## src/rtl/instr_fetch_issue.sv

```systemverilog
// Instruction fetch and issue stage.
// Reads 32-bit words from a one-cycle-latency instruction memory into a small
// prefetch FIFO and presents the head entry's opcode/register/function fields
// to the control decoder. A halt word (opcode 6'h3F) stops fetching. The FIFO
// then drains and the block parks in HALT until reset.
module instr_fetch_issue #(
  parameter int DEPTH = 4,
  parameter int AW    = 8
) (
  input  logic          clk,
  input  logic          reset,
  input  logic          en,
  output logic          imem_rd,
  output logic [AW-1:0] imem_addr,
  input  logic [31:0]   imem_rdata,
  output logic          issue_valid,
  input  logic          issue_ready,
  output logic [5:0]    opcode,
  output logic [5:0]    fn_code,
  output logic [4:0]    rs,
  output logic [4:0]    rt,
  output logic [4:0]    rd,
  output logic [2:0]    fifo_count,
  output logic          halted
);

  localparam int PW = (DEPTH > 1) ? $clog2(DEPTH) : 1;

  typedef enum logic [1:0] {IDLE, FETCH, DRAIN, HALT} state_t;

  state_t        state_q, state_d;
  logic [AW-1:0] pc_q, pc_d;
  logic          inflight_q;
  logic [2:0]    count_q, count_d;
  logic [PW-1:0] rd_ptr_q, wr_ptr_q;
  logic [31:0]   fifo_mem [DEPTH];

  logic          capture;
  logic          halt_word;
  logic          push;
  logic          pop;
  logic [3:0]    occupancy;
  logic [31:0]   head;
  logic          unused_shamt;

  function automatic logic [PW-1:0] ptr_inc(input logic [PW-1:0] p);
    return (p == PW'(DEPTH - 1)) ? '0 : p + PW'(1);
  endfunction

  // Read data arrives one cycle after the strobe. A return that lands while
  // draining is the speculative read issued alongside the halt word, so it is dropped.
  assign capture   = inflight_q && ((state_q == IDLE) || (state_q == FETCH));
  assign halt_word = (imem_rdata[31:26] == 6'h3F);
  assign push      = capture && !halt_word;
  assign pop       = issue_valid && issue_ready;

  // Entries already held plus the one still on its way must leave room.
  // This guarantees a returning word always has a free slot.
  assign occupancy = {1'b0, count_q} + {3'b000, inflight_q};
  assign imem_rd   = (state_q == FETCH) && (occupancy < 4'(DEPTH));
  assign imem_addr = pc_q;

  assign issue_valid = (count_q != 3'd0);
  assign fifo_count  = count_q;
  assign halted      = (state_q == HALT);

  // The decode fields are forced to zero when nothing is on offer.
  assign head    = fifo_mem[rd_ptr_q];
  assign opcode  = issue_valid ? head[31:26] : 6'd0;
  assign rs      = issue_valid ? head[25:21] : 5'd0;
  assign rt      = issue_valid ? head[20:16] : 5'd0;
  assign rd      = issue_valid ? head[15:11] : 5'd0;
  assign fn_code = issue_valid ? head[5:0]   : 6'd0;
  // The shift-amount field is stored but never presented.
  assign unused_shamt = ^head[10:6];

  // Next-state logic: FSM, PC and FIFO occupancy.
  always_comb begin
    // NOTE: every signal gets a default before the case, so no path can leave one unassigned and infer a latch.
    state_d = state_q;
    pc_d    = pc_q;
    count_d = count_q;

    case (state_q)
      // A read issued just before en dropped can still return a halt word here.
      IDLE:    if (capture && halt_word) state_d = DRAIN;
               else if (en)              state_d = FETCH;
      FETCH:   if (capture && halt_word) state_d = DRAIN;
               else if (!en)             state_d = IDLE;
      DRAIN:   if (count_q == 3'd0)      state_d = HALT;
      HALT:    state_d = HALT;
      default: state_d = IDLE;
    endcase

    if (imem_rd) pc_d = pc_q + AW'(1);

    case ({push, pop})
      2'b10:   count_d = count_q + 3'd1;
      2'b01:   count_d = count_q - 3'd1;
      default: count_d = count_q;
    endcase
  end

  // State register, PC, in-flight flag and FIFO pointers.
  always_ff @(posedge clk) begin
    // NOTE: sequential state uses non-blocking assignments so every register samples pre-edge values.
    if (reset) begin
      state_q    <= IDLE;
      pc_q       <= '0;
      inflight_q <= 1'b0;
      count_q    <= '0;
      rd_ptr_q   <= '0;
      wr_ptr_q   <= '0;
    end else begin
      state_q    <= state_d;
      pc_q       <= pc_d;
      inflight_q <= imem_rd;
      count_q    <= count_d;
      if (push) wr_ptr_q <= ptr_inc(wr_ptr_q);
      if (pop)  rd_ptr_q <= ptr_inc(rd_ptr_q);
    end
  end

  // FIFO storage write port.
  always_ff @(posedge clk) begin
    // NOTE: the storage array has no reset. The pointers and count define which entries are valid.
    if (push) fifo_mem[wr_ptr_q] <= imem_rdata;
  end

endmodule

```

## config.mk

```make
export PLATFORM = sky130hd
export DESIGN_NAME = instr_fetch_issue
export DESIGN_NICKNAME = d
export VERILOG_FILES = /design/src/rtl/instr_fetch_issue.sv
export SDC_FILE = /design/constraint.sdc
export NUM_CORES = 1
export LEC_CHECK = 0
export ABC_AREA = 1
export BUFFER_PORTS_ARGS = -buffer_cell sky130_fd_sc_hd__clkbuf_2
export CORE_AREA = 2 2 100 102
export CTS_CLUSTER_SIZE = 25
export DETAILED_ROUTE_END_ITERATION = 10
export DIE_AREA = 0 0 102 104
export MAX_ROUTING_LAYER = met4
export PLACE_DENSITY = 0.86
export SYNTH_ARGS = -nofsm -noshare
export SYNTH_HDL_FRONTEND = slang
export SYNTH_SLANG_ARGS = --single-unit
```

## constraint.sdc

```tcl
create_clock -name clk -period 3.15 [get_ports clk]
set_input_delay 0 -clock clk [delete_from_list [all_inputs] [get_ports clk]]
set_output_delay 0 -clock clk [all_outputs]
set_load 0.05 [all_outputs]
```

Word level (Yosys, flattened, before mapping):

Memories as Yosys holds them, arrays and structs flattened. A register that Yosys moved wholly into a read port is not among the register bits.
Index checks and enable logic that the tools add are counted.

* RAM bits: 128
* input port bits: 36
* memories kept: 1
* register bits: 18
* word-level logic and storage cells: 55
* output and inout bits: 41

* magnitude comparators: 1
* reduce and logical (&&, ||, !) cells: 12
* multiplexer cells: 18
* $add $sub $neg: 6
* equal/unequal tests: 11

Memory list
* fifo_mem: words 4, width 32, read ports 1, clocked after memory_dff 1, write ports 1, line 36 `logic [31:0] fifo_mem [DEPTH];`

Operators with widths (count)
* 2-bit 2-to-1 mux: 9
* 5-bit 2-to-1 mux: 3
* 6-bit 2-to-1 mux: 2
* 2-bit equality test, second input constant: 5
* 8-bit by 1-bit adder with 8-bit output, second input constant: 1
* 2-bit case mux with 4 select lines: 1
* 6-bit equality test, second input constant: 1
* 3-bit by 2-bit != test with 1-bit output, second input constant: 2
* 3-bit case mux with 2 select lines: 1
* 1-bit logical AND: 5
* 2-bit by 1-bit adder with 2-bit output, second input constant: 2
* 3-bit by 1-bit adder with 4-bit output: 1
* 2-bit by 1-bit equality test with 1-bit output, second input constant: 2
* 4-bit by 3-bit < comparator with 1-bit output, second input constant: 1
* 3-bit by 1-bit adder with 3-bit output, second input constant: 1
* 3-bit zero test: 1
* 3-bit AND reduction: 1
* 3-bit nonzero test: 1
* 3-bit by 1-bit subtractor with 3-bit output, second input constant: 1
* 2-bit zero test: 1
* 1-bit 2-to-1 mux: 2
* 2-bit != test, second input constant: 1
* 2-bit nonzero test: 1
* 1-bit zero test: 1
* 1-bit logical OR: 1

Logic depth before layout (Yosys ltp):

* word-level depth: 6
* depth in mapped cells: 12
* depth with buffers taken out: 12

Worst setup path after synthesis:

OpenSTA, ideal clock, no wires.

* path type: register -> register
* from: register count_q[1] (netlist: fifo_count[1])
* to: register count_q[2] (netlist: fifo_count[2])
* path slack: 0.734 ns
* stages on the path, launching flop included: 12
* clock period less this slack: 2.416 ns
* required time: 3.037 ns
* path buffers: 0
* arrival time: 2.302 ns
* cells stage by stage: dfxtp_1 -> nor3_2 -> inv_1 -> nand2_1 -> inv_1 -> ha_1 -> inv_1 -> fa_1 -> a21oi_1 -> o21ai_0 -> nor2_1 -> nor2_1

* longest elaborated chain between the ends: 4
* elaborated cells between the ends (all ways): 8

RTL lines
* from (decl): line 34 `logic [2:0] count_q, count_d;`
* from (signal assigned): line 118 `count_q <= count_d;`
* 3-bit nonzero test *: line 63 `assign issue_valid = (count_q != 3'd0);`
* via issue_valid: line 16 `output logic issue_valid,`
* 1-bit logical AND *: line 55 `assign pop = issue_valid && issue_ready;`
* via pop: line 41 `logic pop;`
* 2-bit by 1-bit equality test with 1-bit output or 2-bit equality test (tied branches): line 97 `case ({push, pop})`
* 3-bit case mux with 2 select lines or 2-bit nonzero test (tied branches)

The timed path passes the listed nets; every way through them passes the cells marked *.
A chain may end at the register's enable or synchronous reset.

==> impl_metrics.py <==
metrics = {
    "synth": {
        "synth_async_sr_flop_share_pct": 0,
        "synth_enable_flop_cells": 108,
        "synth_most_common_cell": "sky130_fd_sc_hd__nor2_1",
        "synth_area_leaders": "sky130_fd_sc_hd__edfxtp_1, sky130_fd_sc_hd__nor2_1, sky130_fd_sc_hd__dfxtp_1",
        "postSynthNetCount": 509,
        "synth_top_cell_by_area": "sky130_fd_sc_hd__edfxtp_1",
        "synth_cell_type_count": 31,
        "synth_cells": 465,
        "leading_post_synthesis_cells_by_instance_count": "sky130_fd_sc_hd__nor2_1, sky130_fd_sc_hd__edfxtp_1, sky130_fd_sc_hd__o21ai_1",
        "syn-mean-instance-area_sq_um": 11.4,
        "ys_seq_area_share_pct": 68.5,
        "ys_ff_latch": 128,
        "yosysWarnings": 0,
        "yosys.area.top_type_share_pct": 61.0,
        "ys.flop_type": "sky130_fd_sc_hd__edfxtp_1",
        "netlist_area_sq_um": 5320,
    },
    "sta": {
        "finClkSkew_ns": 0.00791,
        "report.final.setup_viol": 0,
        "final_min_period_over_clock_period_pct": 79.7,
        "maxClockFrequency_mhz": 398,
        "report.final.slew_viol_count": 0,
        "totalNegativeSetupSlack_ns": 0,
        "final_period_minus_worst_setup_slack_ns": 2.51,
        "hold_slack_ns": 0.251,
        "unrepaired_setup_endpoints_after_global_routing": "false",
        "final-hold-violation-count": 0,
        "layout_setup_ws_ns": 0.640,
        "tightest_slew_ns": 0.936,
        "timing.slew.headroom_pct": 37.4,
    },
    "placed_design": {
        "count_of_buffers_inserted_at_the_top_level_ports": 71,
        "routabilityCongestion": 0.797,
        "placed_cells": 652,
        "detailed_place_hpwl_mm": 6.17,
        "dpl-instance-area_sq_um": 5740,
        "preCtsSetupSlack_ns": 1.12,
    },
    "cells_and_area": {
        "diodes": 0,
        "final_area_sq_um": 6690,
        "finish.utilization_pct": 70.0,
        "relative_area_change_from_synthesis_to_final_layout_pct": 25.7,
        "nNetsFinal": 612,
        "drive_gt1_share_pct": 22.7,
        "final_cell_count_no_fill": 714,
    },
    "power": {
        "power.density_nw_per_um2": 759,
        "total_power_mw": 5.07,
        "p_leak_nw": 2.53,
        "vdd_ir_drop_max_v": 0.000647,
    },
    "worst_hold_path": {
        "hp-class": "primary input to flip-flop",
    },
    "global_route": {
        "grt_first_pass_wirelength_mm": 17.4,
        "antenna_found_initial": 0,
        "grt_start_max_net_pins": 55,
        "total_global_routing_track_utilization_pct": 22.5,
        "gr-total-overflow": 0,
        "vias_in_the_first_global_route": 3741,
    },
    "clock_tree": {
        "clock_sinks": 128,
        "cts.repair.resized": 0,
        "postCtsSetupRepairBufs": 0,
        "cts_max_level": 4,
        "worst_skew_late_latency_ns": 0.51,
        "cts_buffer_depth": 2,
        "clkTransAtPathRegs_ns": 0.06,
        "cts_made_buffers": 17,
        "root_buffer_cell": "sky130_fd_sc_hd__clkbuf_8",
        "cts_tree": "done",
    },
    "critical_path": {
        "crit_path_start_kind": "flip-flop",
        "worst_path_max_delay_cell": "sky130_fd_sc_hd__dfxtp_2",
        "timing.setup.critical_path_class": "flip-flop to output port",
        "worstPathMaxFanout": 40,
        "worst_path_largest_cell_delay_ns": 0.85,
        "arrival_ns": 2.51,
        "crit_family": "flip-flops",
        "worst-path-buf-inv": 2,
        "worstPathCellList": "buf_4, nor2_1, nor2_1, o21ai_1, a21oi_1, clkbuf_2",
        "endpoint_class_of_the_critical_path": "output port",
        "critical_path_data_required_time_ns": 3.15,
        "cpMostUsedCell": "sky130_fd_sc_hd__nor2_1",
    },
    "floorplan": {
        "placeableCoreArea_sq_um": 9550,
        "initial_core_util_pct": 55.7,
        "ios": 77,
        "fp.dieArea_sq_um": 10600,
        "die_w_microns": 102,
        "die_y_microns": 104,
        "placement_rows": 36,
    },
    "detailed_routing": {
        "post_drt_via_cell_ratio": 5.25,
        "totalWireLength_mm": 11.4,
        "route.antenna.remaining_nets": 0,
        "routed-via-count": 3746,
        "drc_errors_left": 0,
        "detail_route.iter0.violations": 213,
        "drt_pass1_iterations": 4,
        "route.detailed.wl_per_inst_microns": 16.0,
    },
    "job": {
        "maxCapViolCount": 0,
    },
    "run_status": {
        "status": "finished clean",
    },
}
[flip-flops by register name, summed over array words and instances (netlist names), named ones only]
| register | flops |
|---|---|
| fifo_count | 3 |
| fifo_mem | 108 |
| imem_addr | 8 |
| inflight_q | 1 |
| rd_ptr_q | 2 |
| state_q | 2 |
| wr_ptr_q | 2 |
[power breakdown]
part | internal, mW | leakage (nW) | switching, mW
registers | 1.88 | 1.14 | 0.0550
logic | 0.252 | 1.08 | 0.801
clock network | 1.37 | 0.310 | 0.716
total | 3.50 | 2.53 | 1.57
[cells by family after synthesis]
family / after synthesis / synth area share (%)
AOI/OAI and AO/OA: 99 / 9.60
xor gates and xnor gates: 2 / 0.330
DFF: 128 / 68.5
and+or+nand+nor: 179 / 14.4
buffers and inverters: 49 / 5.11
adders and majority gates: 8 / 2.02
[repair_timing]
action	CTS	global route
endpoints found under the hold margin	122	0
hold buffers	30	0
setup endpoints to repair	0	0
[area by class of cell]
class | count | area (sq um)
clock buffer | 17 | 414
clock inverter | 15 | 229
fill | 634 | 2860
inverter | 29 | 115
multi-input combinational | 288 | 1440
sequential | 128 | 3640
tap | 133 | 166
timing repair buffer | 104 | 678
[cells in the final DEF, fill, tap and decap left out, drive strengths merged]
cell / n
nor3b: 1
edfxtp: 108
nand3: 7
fa: 1
bufinv: 5
clkinvlp: 1
nand4: 3
o21ai: 61
nand2: 31
dfxtp: 20
buf: 3
nor3: 2
dlygate4sd3: 30
clkbuf: 88
xor2: 1
clkinv: 6
xnor2: 1
ha: 7
a21oi: 38
nor2: 135
inv: 32
[worst paths after layout]
kind | startpoint | endpoint | slack [ns] | depth (start not counted)
worst max register to register | state_q[1] | fifo_mem[3][26] | 1.13 | 3
worst max-delay path | flip-flop | opcode[5] | 0.64 | 6
worst min register to register | imem_addr[0] | imem_addr[0] | 0.50 | 1
worst min-delay path | imem_rdata[17] | fifo_mem[0][17] | 0.25 | 2
[layer usage]
metal | share of wire [%] | GRT usage [%]
met5 | 0 | -
met4 | 1.7 | 9.05
met1 | 39 | 25.6
met2 | 53 | 37.6
met3 | 6.7 | 5.85
No activity file was read; power rests on OpenSTA's default activity.
